### config.mk
export PLATFORM = sky130hd
export DESIGN_NAME = apb_cmd_master
export DESIGN_NICKNAME = d
export VERILOG_FILES = /design/src/rtl/apb_cmd_master.sv
export SDC_FILE = /design/constraint.sdc
export NUM_CORES = 1
export LEC_CHECK = 0
export ABC_CLOCK_PERIOD_IN_PS = 3700
export BUFFER_PORTS_ARGS = -buffer_cell sky130_fd_sc_hd__buf_4
export CAP_MARGIN = 30
export CORE_UTILIZATION = 41
export DETAILED_ROUTE_END_ITERATION = 6
export HOLD_SLACK_MARGIN = 0.1
export PLACE_DENSITY_LB_ADDON = 0.12
export SLEW_MARGIN = 25
export SYNTH_ARGS = -nofsm -noshare
export SYNTH_HDL_FRONTEND = slang
export SYNTH_SLANG_ARGS = --single-unit
### constraint.sdc
create_clock -name pclk -period 3.7 [get_ports pclk]
set_input_delay 0.185 -clock pclk [delete_from_list [all_inputs] [get_ports pclk]]
set_output_delay 0.185 -clock pclk [all_outputs]
set_load 0.02 [all_outputs]
### src/rtl/apb_cmd_master.sv
// APB3 requester: buffers valid/ready commands in a small FIFO and plays each one out as an
// IDLE -> SETUP -> ACCESS transfer. Wait states are bounded by a timeout, and every accepted
// command gets exactly one response pulse, in command order.
module apb_cmd_master #(
  parameter int unsigned ADDR_W     = 8,
  parameter int unsigned DATA_W     = 8,
  parameter int unsigned FIFO_DEPTH = 4,
  parameter int unsigned TIMEOUT    = 16
) (
  input  logic              pclk,
  input  logic              presetn,
  // command stream
  input  logic              cmd_valid,
  output logic              cmd_ready,
  input  logic              cmd_write,
  input  logic [ADDR_W-1:0] cmd_addr,
  input  logic [DATA_W-1:0] cmd_wdata,
  // response stream
  output logic              rsp_valid,
  output logic              rsp_write,
  output logic [DATA_W-1:0] rsp_rdata,
  output logic              rsp_err,
  output logic              busy,
  // APB requester side
  output logic              psel,
  output logic              penable,
  output logic              pwrite,
  output logic [ADDR_W-1:0] paddr,
  output logic [DATA_W-1:0] pwdata,
  input  logic [DATA_W-1:0] prdata,
  input  logic              pready
);

  localparam int unsigned PtrW   = (FIFO_DEPTH > 1) ? $clog2(FIFO_DEPTH) : 1;
  localparam int unsigned CntW   = $clog2(FIFO_DEPTH + 1);
  localparam int unsigned WaitW  = $clog2(TIMEOUT + 1);
  localparam int unsigned EntryW = 1 + ADDR_W + DATA_W;

  typedef enum logic [1:0] {StIdle, StSetup, StAccess} state_e;

  state_e            state_q, state_d;
  logic [WaitW-1:0]  wait_q, wait_d;

  logic [EntryW-1:0] fifo_mem [FIFO_DEPTH];
  logic [PtrW-1:0]   wr_ptr_q, rd_ptr_q;
  logic [CntW-1:0]   count_q;

  logic              fifo_full, fifo_empty;
  logic              push, pop;
  logic              done, abort;

  logic              head_write;
  logic [ADDR_W-1:0] head_addr;
  logic [DATA_W-1:0] head_wdata;

  logic              pwrite_q;
  logic [ADDR_W-1:0] paddr_q;
  logic [DATA_W-1:0] pwdata_q;

  logic              rsp_valid_q, rsp_write_q, rsp_err_q;
  logic [DATA_W-1:0] rsp_rdata_q;

  // Ready depends only on the registered count, so a same-cycle pop never frees a slot.
  assign fifo_full  = (count_q == CntW'(FIFO_DEPTH));
  assign fifo_empty = (count_q == '0);
  assign cmd_ready  = !fifo_full;
  assign push       = cmd_valid && !fifo_full;

  assign {head_write, head_addr, head_wdata} = fifo_mem[rd_ptr_q];

  // Command storage; entries need no reset since count_q gates their use.
  always_ff @(posedge pclk) begin
    if (push) begin
      fifo_mem[wr_ptr_q] <= {cmd_write, cmd_addr, cmd_wdata};
    end
  end

  // FIFO pointers and occupancy.
  always_ff @(posedge pclk or negedge presetn) begin
    if (!presetn) begin
      wr_ptr_q <= '0;
      rd_ptr_q <= '0;
      count_q  <= '0;
    end else begin
      if (push) begin
        wr_ptr_q <= wr_ptr_q + PtrW'(1);
      end
      if (pop) begin
        rd_ptr_q <= rd_ptr_q + PtrW'(1);
      end
      unique case ({push, pop})
        2'b10:   count_q <= count_q + CntW'(1);
        2'b01:   count_q <= count_q - CntW'(1);
        default: count_q <= count_q;
      endcase
    end
  end

  // Transfer sequencing, wait counting and APB strobes.
  always_comb begin
    state_d = state_q;
    wait_d  = wait_q;
    pop     = 1'b0;
    done    = 1'b0;
    abort   = 1'b0;
    psel    = 1'b0;
    penable = 1'b0;
    unique case (state_q)
      StIdle: begin
        if (!fifo_empty) begin
          pop     = 1'b1;
          wait_d  = '0;
          state_d = StSetup;
        end
      end
      StSetup: begin
        psel    = 1'b1;
        state_d = StAccess;
      end
      StAccess: begin
        psel    = 1'b1;
        penable = 1'b1;
        if (pready) begin
          done    = 1'b1;
          state_d = StIdle;
        end else begin
          wait_d = wait_q + WaitW'(1);
          // This cycle is the TIMEOUT-th stalled one: give up at its closing edge.
          if (wait_q == WaitW'(TIMEOUT - 1)) begin
            abort   = 1'b1;
            state_d = StIdle;
          end
        end
      end
      default: state_d = StIdle;
    endcase
  end

  // State and wait counter registers.
  always_ff @(posedge pclk or negedge presetn) begin
    if (!presetn) begin
      state_q <= StIdle;
      wait_q  <= '0;
    end else begin
      state_q <= state_d;
      wait_q  <= wait_d;
    end
  end

  // Address/control/data load on pop and hold until the next pop.
  always_ff @(posedge pclk or negedge presetn) begin
    if (!presetn) begin
      pwrite_q <= 1'b0;
      paddr_q  <= '0;
      pwdata_q <= '0;
    end else if (pop) begin
      pwrite_q <= head_write;
      paddr_q  <= head_addr;
      pwdata_q <= head_wdata;
    end
  end

  // One-cycle response; type/data/error fields are zero outside the pulse.
  always_ff @(posedge pclk or negedge presetn) begin
    if (!presetn) begin
      rsp_valid_q <= 1'b0;
      rsp_write_q <= 1'b0;
      rsp_err_q   <= 1'b0;
      rsp_rdata_q <= '0;
    end else begin
      rsp_valid_q <= done || abort;
      rsp_write_q <= (done || abort) && pwrite_q;
      rsp_err_q   <= abort;
      rsp_rdata_q <= (done && !pwrite_q) ? prdata : '0;
    end
  end

  assign pwrite    = pwrite_q;
  assign paddr     = paddr_q;
  assign pwdata    = pwdata_q;
  assign rsp_valid = rsp_valid_q;
  assign rsp_write = rsp_write_q;
  assign rsp_err   = rsp_err_q;
  assign rsp_rdata = rsp_rdata_q;
  assign busy      = !fifo_empty || (state_q != StIdle);

endmodule

Word-level counts from Yosys, hierarchy flattened
Memories as Yosys holds them, arrays and structs flattened. A register that Yosys moved wholly into a read port is not among the register bits.
Cells that the tools add are included.
- reductions and logical operators: 17
- muxes and demuxes: 20
- equality and inequality tests: 9
- $add $sub $neg: 5
- operators with widths (cell ; count):
    1-bit two-way mux ; 11
    5-bit two-way mux ; 2
    5-bit case mux with 2 select lines ; 1
    8-bit two-way mux ; 1
    2-bit two-way mux ; 3
    2-bit case mux with 3 select lines ; 1
    3-bit case mux with 2 select lines ; 1
    2-bit nonzero test ; 3
    5-bit by 1-bit adder with 5-bit output (second input constant) ; 1
    5-bit by 4-bit == test with 1-bit output (second input constant) ; 1
    2-bit by 1-bit adder with 2-bit output (second input constant) ; 2
    2-bit by 1-bit == test with 1-bit output (second input constant) ; 2
    2-bit == test (second input constant) ; 2
    1-bit logical NOT ; 4
    2-bit inequality test (second input constant) ; 2
    3-bit by 1-bit adder with 3-bit output (second input constant) ; 1
    3-bit == test (second input constant) ; 1
    1-bit logical AND ; 3
    3-bit logical NOT ; 1
    3-bit inequality test (second input constant) ; 1
    3-bit AND reduction ; 1
    3-bit by 1-bit subtractor with 3-bit output (second input constant) ; 1
    2-bit logical NOT ; 1
    1-bit logical OR ; 2
    2 further kinds ; 2
- register bits after elaboration: 25
- input port bits: 29
- RAM bits: 68
- memories: 1
- memory list (memory ; words ; width ; read ports ; clocked after memory_dff ; write ports ; line ; RTL):
    fifo_mem ; 4 ; 17 ; 1 ; 1 ; 1 ; 44 ; logic [EntryW-1:0] fifo_mem [FIFO_DEPTH];

Depth between registers and ports, before layout
Gate-level depths: netlist (run 1).
- depth after elaboration: 6
- depth in mapped cells: 11
- depth with buffers taken out: 10

Worst setup path before layout (run 1)
OpenSTA, ideal clock, no wires.
- path type: reg-to-reg
- start point: register state_q[0]
- end point: register count_q[2]
- stages on the path, launching flop included: 12
- setup time: 0.079 ns
- path slack: 1.504 ns
- clock period less this slack: 2.196 ns
- data required time: 3.621 ns
- data arrival time: 2.117 ns
- path through: dfrtp_1 -> inv_1 -> ha_1 -> o31ai_4 -> inv_2 -> buf_2 -> ha_1 -> inv_1 -> fa_1 -> xor2_1 -> nor2_1 -> xor2_1
- cells in the longest elaborated chain, start to end: 4
- RTL lines (what ; line ; RTL):
    start: declaration ; 41 ; state_e state_q, state_d;
    start signal: assignment ; 142 ; state_q <= StIdle;
    start signal: assignment ; 145 ; state_q <= state_d;
    2-bit logical NOT * ; 108 ; unique case (state_q)
    1-bit two-way mux * ; 108 ;
    net pop ; 49 ; logic push, pop;
    2-bit by 1-bit == test with 1-bit output or 2-bit == test (tied branches) ; 91 ; unique case ({push, pop})
    3-bit case mux with 2 select lines or 2-bit nonzero test (tied branches) ; -- ;
    end signal: assignment ; 92 ; 2'b10: count_q <= count_q + CntW'(1);
    end signal: assignment ; 93 ; 2'b01: count_q <= count_q - CntW'(1);
    end signal: assignment ; 94 ; default: count_q <= count_q;
    end: declaration ; 46 ; logic [CntW-1:0] count_q;
Mark *: on every way through the listed nets, which the timed path passes. The rest lies on a longest branch.
A chain may end at the register's enable or synchronous reset.

Worst setup path in the final report (run 1)
- start point: register count_q[1]
- end point: register count_q[1]
- cells in the longest elaborated chain, start to end: 5
- RTL lines (what ; line):
    3-bit logical NOT or 3-bit == test (tied branches) ; 65, 64
    1-bit two-way mux or 1-bit logical NOT (tied branches) ; 110, 67
    1-bit two-way mux or 1-bit logical AND (tied branches) ; 108, 67
    2-bit by 1-bit == test with 1-bit output or 2-bit == test (tied branches) ; 91
    3-bit case mux with 2 select lines or 2-bit nonzero test (tied branches) ; --
Parallel ways exist; a longest one is shown, timed or not.

==> results of run 1 <==
[final timing paths]
check	to	slack, ns	depth (start not counted)
worst max-delay path	count_q[1]	0.99	6
worst min-delay path	rsp_valid	0.13	2
worst max register to register	count_q[1]	0.99	6
worst min register to register	pwdata[5]	0.49	2
max in group asynchronous	pwrite	2.99	2
min in group asynchronous	state_q[0]	0.33	2
[layer usage]
metal | vias to the layer above | GRT usage [%] | part of all wire [%]
li1 | 1140 | - | -
met1 | 1184 | 18.8 | 44
met2 | 46 | 27.0 | 52
met3 | 5 | 4.43 | 3.3
met4 | 0 | 3.62 | 0.78
met5 | - | 0 | 0
[kinds of logic (layout without fill, tap and decap cells)]
logic type,Yosys count,count (layout),synth area share [%]
buffers and inverters,21,116,2.02
flip-flops,110,110,71.4
multiplexers,20,20,9.70
AND/OR/NAND/NOR,83,83,9.33
adder cells (fa/ha/maj),12,12,3.64
AO/OA/AOI/OAI,15,15,2.71
XOR/XNOR,6,6,1.21
[cell usage after synthesis]
cell type,instances
clkbuf_1,3
o21a_1,1
xor2_1,2
and3_1,3
nand2_1,58
o21ai_0,5
mux2_4,1
nor4b_4,1
a31oi_1,2
o31ai_4,1
mux4_2,17
buf_4,1
ha_1,11
edfxtp_1,68
xnor2_1,4
o2bb2ai_1,1
mux2_2,2
dfrtp_1,42
a211o_1,1
and2_4,1
nand2b_1,1
or3b_4,1
and2_1,9
nor2_1,2
inv_1,12
nor4b_1,1
inv_2,1
or2_2,1
buf_2,4
o31ai_1,1
and3_2,4
fa_1,1
a22o_1,3
nand4b_1,1
[state kept, by name (all words and copies together) (netlist names), 3 cells and up]
name       cells
fifo_mem      68
paddr          8
pwdata         8
rsp_rdata      8
wait_q         5
count_q        3
[final cells by class]
type	instances	area [um2]	share of cell area (%)
sequential	110	3090	57.5
multi-input combinational	136	1150	21.4
timing repair buffer	87	718	13.4
tap	136	170	3.16
clock buffer	10	128	2.37
clock inverter	6	68.8	1.28
inverter	13	48.8	0.907
[repair_timing]
item,in CTS,in global routing
setup endpoints to repair,0,0
resized for setup,0,0
hold buffers,26,0
hold endpoints to repair,118,0
buffers inserted,0,0
[critical path, stage by stage, from the launching register on]
cell and delay, ns:
dfrtp_1 0.48, o31ai_4 0.80, inv_2 0.36, ha_1 0.32, inv_1 0.07, fa_1 0.39
o21ai_0 0.19
[metrics by stage]
step	power (uW)	setup WS (ns)	hold WS [ns]	std cells
6_report	3980	0.987	0.131	498
5_1_grt	4270	0.754	0.117	498
4_1_cts	4060	0.891	0.115	498
3_5_place_dp	3310	0.943	0.209	456
3_3_place_gp	3280	1.07	0.208	456
2_1_floorplan	2830	1.50	-0.111	267
[power by group through the flow]
stage,Clock [uW],Sequential (uW),Combinational (uW)
detailed placement,0,1930,1380
CTS,749,1900,1410
floorplan,0,1920,911
global placement,0,1920,1360
global route,794,1940,1540
finish,719,1890,1380
==> impl_metrics.py, run 1 <==
metrics = {
    "grt": {
        "antenna_found_initial": 0,
        "track_usage_pct": 15.4,
        "grt_pass1_vias": 2499,
        "overflow": 0,
        "grt_max_degree": 43,
        "grt_pass1_wl_um": 12700,
    },
    "power_and_ir_drop": {
        "leakagePower_uw": 0.00224,
        "switchingPower_uw": 1370,
        "cell_internal_pwr_uw": 2610,
        "vdd_ir_drop_max_mv": 0.316,
        "pwr-share-seq_pct": 47.4,
        "p_per_area_nw_per_um2": 741,
        "clkPwrFrac_pct": 18.0,
        "p_sw_share_pct": 34.5,
        "power_frac_comb_pct": 34.6,
    },
    "detailed_routing": {
        "drc": 0,
        "drt_iter0_markers": 85,
        "viasPerCell": 4.77,
        "finalWirelength_um": 7670,
        "wire_per_inst_um": 15.4,
        "drtAntennaViolNets": 0,
        "first_pass_iters": 4,
        "vias": 2375,
    },
    "min_path": {
        "holdCritPathClass": "input port to flip-flop",
        "min_from": "pready",
    },
    "finish": {
        "nets": 398,
        "drive_gt1_share_pct": 29.3,
        "fin_area_um2": 5380,
        "diodes": 0,
        "layout_commonest_cell": "edfxtp_1",
        "fillers": 879,
        "syn_to_final_growth_pct": 24.1,
        "fin_util_pct": 52.3,
        "final_cell_mix": "edfxtp_1, buf_4, nand2_1",
    },
    "setup_path": {
        "path_class": "flip-flop to flip-flop",
        "arrival_ns": 2.99,
        "start_kind": "flip-flop",
        "startpoint": "count_q[1]",
        "critPathMaxFanout": 19,
        "end_kind": "flip-flop",
        "r2r_start": "count_q[1]",
        "required_ns": 3.98,
    },
    "clock_tree": {
        "path_clk_slew_ns": 0.10,
        "cts_buffers": 9,
        "cts_tree": "built",
        "cts_sinks": 110,
        "root_buffer": "clkbuf_8",
        "clk-insertion-delay-late_ns": 0.36,
        "h-tree-depth": 3,
        "clock_path_buffers": 2,
    },
    "run": {
        "maxCapViolCount": 0,
    },
    "timing": {
        "tightest_slew_ns": 0.877,
        "finalSetupViolations": 0,
        "period_needed_ns": 2.71,
        "fin_tns_setup_ns": 0,
        "finalHoldViolCount": 0,
        "slew_violations": 0,
        "period_share_pct": 73.3,
        "max_freq_mhz": 369,
        "rsz0062_at_grt": "no",
        "finClkSkew_ns": 0.0143,
        "relSlewSlack_pct": 41.6,
    },
    "logic_synthesis": {
        "syn_inst": 267,
        "yosysUniqueCellTypes": 34,
        "synth_top_area_share_pct": 47.1,
        "synth_area_per_cell_um2": 16.2,
        "ys.warnings.count": 0,
        "synth_top_area_cell": "edfxtp_1",
        "synth_fp_nets": 308,
        "ys_seq_area_share_pct": 71.4,
        "ys_seq_elements": 110,
        "synth.cell_area_um2": 4330,
        "synthTopCellsByArea": "edfxtp_1, dfrtp_1, mux4_2, nand2_1, ha_1",
    },
    "die": {
        "ios": 61,
        "start_util_pct": 42.2,
        "die-height_um": 105,
        "die_x_um": 105,
        "core_area_um2": 10300,
        "dieArea_um2": 11000,
        "rows": 37,
    },
    "placed_design": {
        "gp_congestion": 0.707,
        "dp_hpwl_um": 4780,
        "io_buffers": 60,
        "place_area_um2": 4920,
    },
    "outcome": {
        "outcome": "completed",
    },
}
Note: power is estimated with default switching activity, not from simulation.
==> run 2: changes to the inputs <==
--- a/config.mk
+++ b/config.mk
@@ -5,7 +5,7 @@
 export SDC_FILE = /design/constraint.sdc
 export NUM_CORES = 1
 export LEC_CHECK = 0
-export ABC_CLOCK_PERIOD_IN_PS = 3700
+export ABC_CLOCK_PERIOD_IN_PS = 2820
 export BUFFER_PORTS_ARGS = -buffer_cell sky130_fd_sc_hd__buf_4
 export CAP_MARGIN = 30
 export CORE_UTILIZATION = 41
==> constraint.sdc (replaced) <==
create_clock -name pclk -period 2.82 [get_ports pclk]
set_input_delay 0.141 -clock pclk [delete_from_list [all_inputs] [get_ports pclk]]
set_output_delay 0.141 -clock pclk [all_outputs]
set_load 0.02 [all_outputs]
==> run 2 against run 1 <==
Sequential share of layout area shrank 0.48 points. Clock power grew 37%. Clock skew grew 0.0090 ns. Via count is essentially flat. Non-clock buffer count grew 3. Total power grew 33%. Sequential cell count is the same. Highest routed layer unchanged. Sequential power grew 29%. Global-route usage shrank 0.34 points.
==> impl_metrics.py, run 2 (same netlist as run 1, synthesis figures left out) <==
metrics = {
    "outcome": {
        "outcome": "completed",
    },
    "timing": {
        "period_share_pct": 83.0,
        "slew_violations": 0,
        "period_needed_ns": 2.34,
        "hold_ws_ns": 0.281,
        "tightest_slew_ns": 0.914,
        "relSlewSlack_pct": 39.1,
        "finClkSkew_ns": 0.0233,
        "finalHoldViolCount": 0,
        "max_freq_mhz": 427,
        "finalSetupViolations": 0,
        "fin_tns_setup_ns": 0,
        "rsz0062_at_grt": "no",
    },
    "detailed_routing": {
        "drtAntennaViolNets": 0,
        "wire_per_inst_um": 15.2,
        "drt_iter0_markers": 63,
        "first_pass_iters": 4,
        "viasPerCell": 4.74,
        "vias": 2373,
        "drc": 0,
        "finalWirelength_um": 7610,
    },
    "clock_tree": {
        "postCtsSetupRepairBufs": 0,
        "h-tree-depth": 3,
        "cts_buffers": 9,
        "cts_resized": 0,
        "path_clk_slew_ns": 0.12,
        "cts_tree": "built",
        "cts_sinks": 110,
        "root_buffer": "clkbuf_8",
        "clock_path_buffers": 2,
        "clk-insertion-delay-late_ns": 0.37,
    },
    "setup_path": {
        "start_kind": "flip-flop",
        "cp_top_family": "compound AO/OA/AOI/OAI gates",
        "crit_buf_inv": 2,
        "arrival_ns": 2.58,
        "cp_common_cell": "xor2_1",
        "path_class": "flip-flop to flip-flop",
        "critPathMaxFanout": 19,
        "cp_cell_sequence": "o31ai_4 -> inv_2 -> ha_1 -> inv_1 -> fa_1 -> xor2_1 -> nor2_1 -> xor2_1",
        "cp_slowest_cell": "o31ai_4",
        "slowest_delay_ns": 0.81,
        "required_ns": 3.06,
        "end_kind": "flip-flop",
    },
    "finish": {
        "final_cells": 501,
        "fillers": 867,
        "regMostFlops": "fifo_mem",
        "drive_gt1_share_pct": 29.6,
        "syn_to_final_growth_pct": 25.2,
        "nets": 401,
        "diodes": 0,
        "largest_reg_flops": 68,
        "layout_commonest_cell": "edfxtp_1",
        "final_cell_mix": "edfxtp_1, buf_4, nand2_1",
        "fin_area_um2": 5420,
    },
    "grt": {
        "grt_max_degree": 43,
        "grt_pass1_vias": 2452,
        "top_usage_layer": "met2",
        "grt_use_met1_pct": 18.2,
        "track_usage_pct": 15.1,
        "met2_usage_pct": 26.4,
        "antenna_found_initial": 0,
        "grt_pass1_wl_um": 12400,
        "overflow": 0,
        "grtUsageMet3_pct": 3.93,
    },
    "placed_design": {
        "place_inst": 457,
        "place_area_um2": 4930,
        "gp_congestion": 0.697,
        "dp_hpwl_um": 4630,
        "io_buffers": 60,
    },
    "run": {
        "maxCapViolCount": 0,
    },
    "die": {
        "start_util_pct": 42.2,
        "dieArea_um2": 11000,
        "ios": 61,
        "die_x_um": 105,
        "core_area_um2": 10300,
        "die-height_um": 105,
        "rows": 37,
    },
    "power_and_ir_drop": {
        "p_per_area_nw_per_um2": 973,
        "power_uw": 5280,
        "leakagePower_uw": 0.00225,
        "vdd_ir_drop_max_mv": 0.341,
    },
    "min_path": {
        "holdCritPathClass": "input port to asynchronous set/reset pin",
    },
}
## run 2: what timing repair did
item,in CTS,in global routing
hold buffers,28,0
endpoints found under the setup margin,0,0
endpoints found under the hold margin,120,0
## run 2: stage by stage
stage | util, % | worst slack (ns)
after floorplan | - | 0.624
after global placement | 48.0 | 0.521
after detailed placement | 48.0 | 0.450
after CTS | 52.8 | 0.426
after global routing | 52.8 | 0.244
final | 52.8 | 0.480
## run 2: report_power, final
part           internal [uW]  total, uW  switching (uW)
clock network            431        984             554
logic                    863       1870            1000
registers               2150       2430             274
total                   3450       5280            1830
## run 2: cell type report
| type | instances | area (um2) | area share [%] |
|---|---|---|---|
| Sequential cell | 110 | 3090 | 57.0 |
| Multi-Input combinational cell | 136 | 1150 | 21.2 |
| Timing Repair Buffer | 90 | 746 | 13.7 |
| Tap cell | 136 | 170 | 3.14 |
| Clock buffer | 9 | 124 | 2.28 |
| Clock inverter | 7 | 90.1 | 1.66 |
| Inverter | 13 | 48.8 | 0.900 |
## run 2: per-layer routing
layer  wire length (um)  vias up
li1                   -     1140
met1               3390     1175
met2               3870       50
met3                252        8
met4                 90        0
met5                  0        -
## run 2: worst paths after layout
path	startpoint	endpoint	slack [ns]	depth (start not counted)
max	count_q[0]	count_q[2]	0.48	8
min	presetn	pwdata[2]	0.28	2
max reg2reg	count_q[0]	count_q[2]	0.48	8
min reg2reg	paddr[2]	paddr[2]	0.49	2
max in group asynchronous	presetn	paddr[4]	2.13	2
min in group pclk	paddr[2]	paddr[2]	0.49	2
==> run 3: changes to the inputs <==
--- a/config.mk
+++ b/config.mk
@@ -5,7 +5,7 @@
 export SDC_FILE = /design/constraint.sdc
 export NUM_CORES = 1
 export LEC_CHECK = 0
-export ABC_CLOCK_PERIOD_IN_PS = 2820
+export ABC_CLOCK_PERIOD_IN_PS = 2300
 export BUFFER_PORTS_ARGS = -buffer_cell sky130_fd_sc_hd__buf_4
 export CAP_MARGIN = 30
 export CORE_UTILIZATION = 41
==> constraint.sdc (replaced) <==
create_clock -name pclk -period 2.3 [get_ports pclk]
set_input_delay 0.115 -clock pclk [delete_from_list [all_inputs] [get_ports pclk]]
set_output_delay 0.115 -clock pclk [all_outputs]
set_load 0.02 [all_outputs]
==> run 3 against run 2 <==
Clock-buffer cell count up 1. Register-to-register slack worse by 0.35 ns. Critical path depth rose by 1. Via count increased by 2.0%. Sequential power up 19%. Largest cell class unchanged. Largest power group unchanged. Highest routed layer unchanged.
==> impl_metrics.py, run 3 (same netlist as run 1, synthesis figures left out) <==
metrics = {
    "setup_path": {
        "critPathMaxFanout": 6,
        "cp_cell_sequence": "or3b_4 -> and2_4 -> inv_1 -> ha_1 -> inv_1 -> fa_1 -> xor2_1 -> nor2_1 -> xor2_1",
        "reg2regPathDepth": 9,
        "arrival_ns": 2.46,
        "start_kind": "flip-flop",
        "required_ns": 2.58,
        "r2r_start": "count_q[1]",
        "crit_buf_inv": 2,
        "path_class": "flip-flop to flip-flop",
        "slowest_delay_ns": 0.43,
        "cp_num_cells": 9,
        "end_kind": "flip-flop",
        "cp_slowest_cell": "or3b_4",
        "cp_top_family": "simple AND/OR/NAND/NOR gates",
        "startpoint": "count_q[1]",
    },
    "placed_design": {
        "gp_congestion": 0.690,
        "dp_hpwl_um": 4670,
        "io_buffers": 60,
    },
    "detailed_routing": {
        "drt_iter0_markers": 74,
        "wire_per_inst_um": 15.4,
        "drc": 0,
        "vias": 2420,
        "drtAntennaViolNets": 0,
        "finalWirelength_um": 7830,
        "first_pass_iters": 4,
        "viasPerCell": 4.77,
    },
    "finish": {
        "syn_to_final_growth_pct": 25.6,
        "drive_gt1_share_pct": 30.2,
        "regMostFlops": "fifo_mem",
        "multi_input_area_um2": 1150,
        "largest_reg_flops": 68,
        "diodes": 0,
        "layout_commonest_cell": "edfxtp_1",
        "fillers": 873,
        "nets": 407,
        "regArea_um2": 3090,
        "final_cell_mix": "edfxtp_1, buf_4, nand2_1",
    },
    "clock_tree": {
        "clock_path_buffers": 2,
        "cts_tree": "built",
        "h-tree-depth": 3,
        "root_buffer": "clkbuf_8",
        "cts_sinks": 110,
        "clk-insertion-delay-late_ns": 0.36,
        "cts_buffers": 9,
        "postCtsSetupRepairBufs": 0,
        "path_clk_slew_ns": 0.11,
    },
    "grt": {
        "grt_max_degree": 43,
        "grt_pass1_vias": 2416,
        "track_usage_pct": 15.2,
        "grt_pass1_wl_um": 12400,
        "overflow": 0,
        "antenna_found_initial": 0,
    },
    "timing": {
        "finalSetupViolations": 0,
        "tightest_slew_ns": 0.577,
        "relSlewSlack_pct": 61.2,
        "slew_violations": 0,
        "fin_tns_setup_ns": 0,
        "max_freq_mhz": 460,
        "period_needed_ns": 2.17,
        "period_share_pct": 94.5,
        "finalHoldViolCount": 0,
        "finClkSkew_ns": 0.0126,
        "rsz0062_at_grt": "no",
    },
    "min_path": {
        "holdCritPathClass": "input port to asynchronous set/reset pin",
    },
    "die": {
        "ios": 61,
        "die_x_um": 105,
        "dieArea_um2": 11000,
        "rows": 37,
        "die-height_um": 105,
        "start_util_pct": 42.2,
        "core_area_um2": 10300,
    },
    "power_and_ir_drop": {
        "vdd_ir_drop_max_mv": 0.465,
        "p_per_area_nw_per_um2": 1190,
        "leakagePower_uw": 0.00227,
        "power_uw": 6460,
    },
    "outcome": {
        "outcome": "completed",
    },
    "run": {
        "maxCapViolCount": 0,
    },
}
run 3: cell count changes in the layout (fill, tap and decap cells not counted), sizes merged:
cell,before,now
clkinv,1,2
bufinv,1,0
clkbuf,9,10
inv,16,15
buf,62,68
run 3: routing by layer:
metal  vias up  part of all wire, %  wire length, um  track usage, %
li1       1152                    -                -               -
met1      1212                   45             3540            19.3
met2        47                   50             3910            25.6
met3         9                  3.4              266            2.74
met4         0                  1.4              113            6.44
met5         -                    0                0               0
run 3: cell type report:
| type | instances | share of cell area [%] |
|---|---|---|
| clock buffers | 10 | 2.34 |
| multi-input cells | 136 | 21.2 |
| well taps | 136 | 3.13 |
| flip-flops and latches | 110 | 56.8 |
| clock inverters | 6 | 0.874 |
| inverters | 13 | 0.897 |
| repair buffers | 96 | 14.8 |
run 3: final timing paths:
| check | end | slack [ns] |
|---|---|---|
| worst max-delay path | count_q[2] | 0.13 |
| worst min-delay path | pwdata[1] | 0.28 |
| worst max register to register | count_q[2] | 0.13 |
| worst min register to register | pwdata[6] | 0.49 |
| max in group asynchronous | pwrite | 1.61 |
| min in group pclk | pwdata[6] | 0.49 |
run 3: repair_timing:
item,CTS,global route
hold buffers,28,0
resized for setup,0,0
hold endpoints to repair,120,0
run 3: power breakdown:
| part | switching (uW) | internal [uW] |
|---|---|---|
| registers | 238 | 2640 |
| logic | 1370 | 1140 |
| clock network | 659 | 405 |
| total | 2270 | 4190 |
run 3: worst reg2reg max path: cells and delay by family (launching register included):
family / cells / cell delay [ns]
DFF: 1 / 0.39
xor gates and xnor gates: 2 / 0.31
buffers and inverters: 2 / 0.11
adders and majority gates: 2 / 0.55
and+or+nand+nor: 3 / 0.74
run 3: metrics by stage:
stage	util [%]	hold WS, ns	instance area, um2	instances	setup slack (ns)
after floorplan	-	-0.181	4330	267	0.104
after global placement	48.5	0.147	4990	463	0.200
after detailed placement	48.5	0.150	4990	463	0.139
after CTS	53.0	0.283	5440	507	0.107
after global routing	53.0	0.310	5440	507	0.000479
final	53.0	0.281	5440	507	0.127
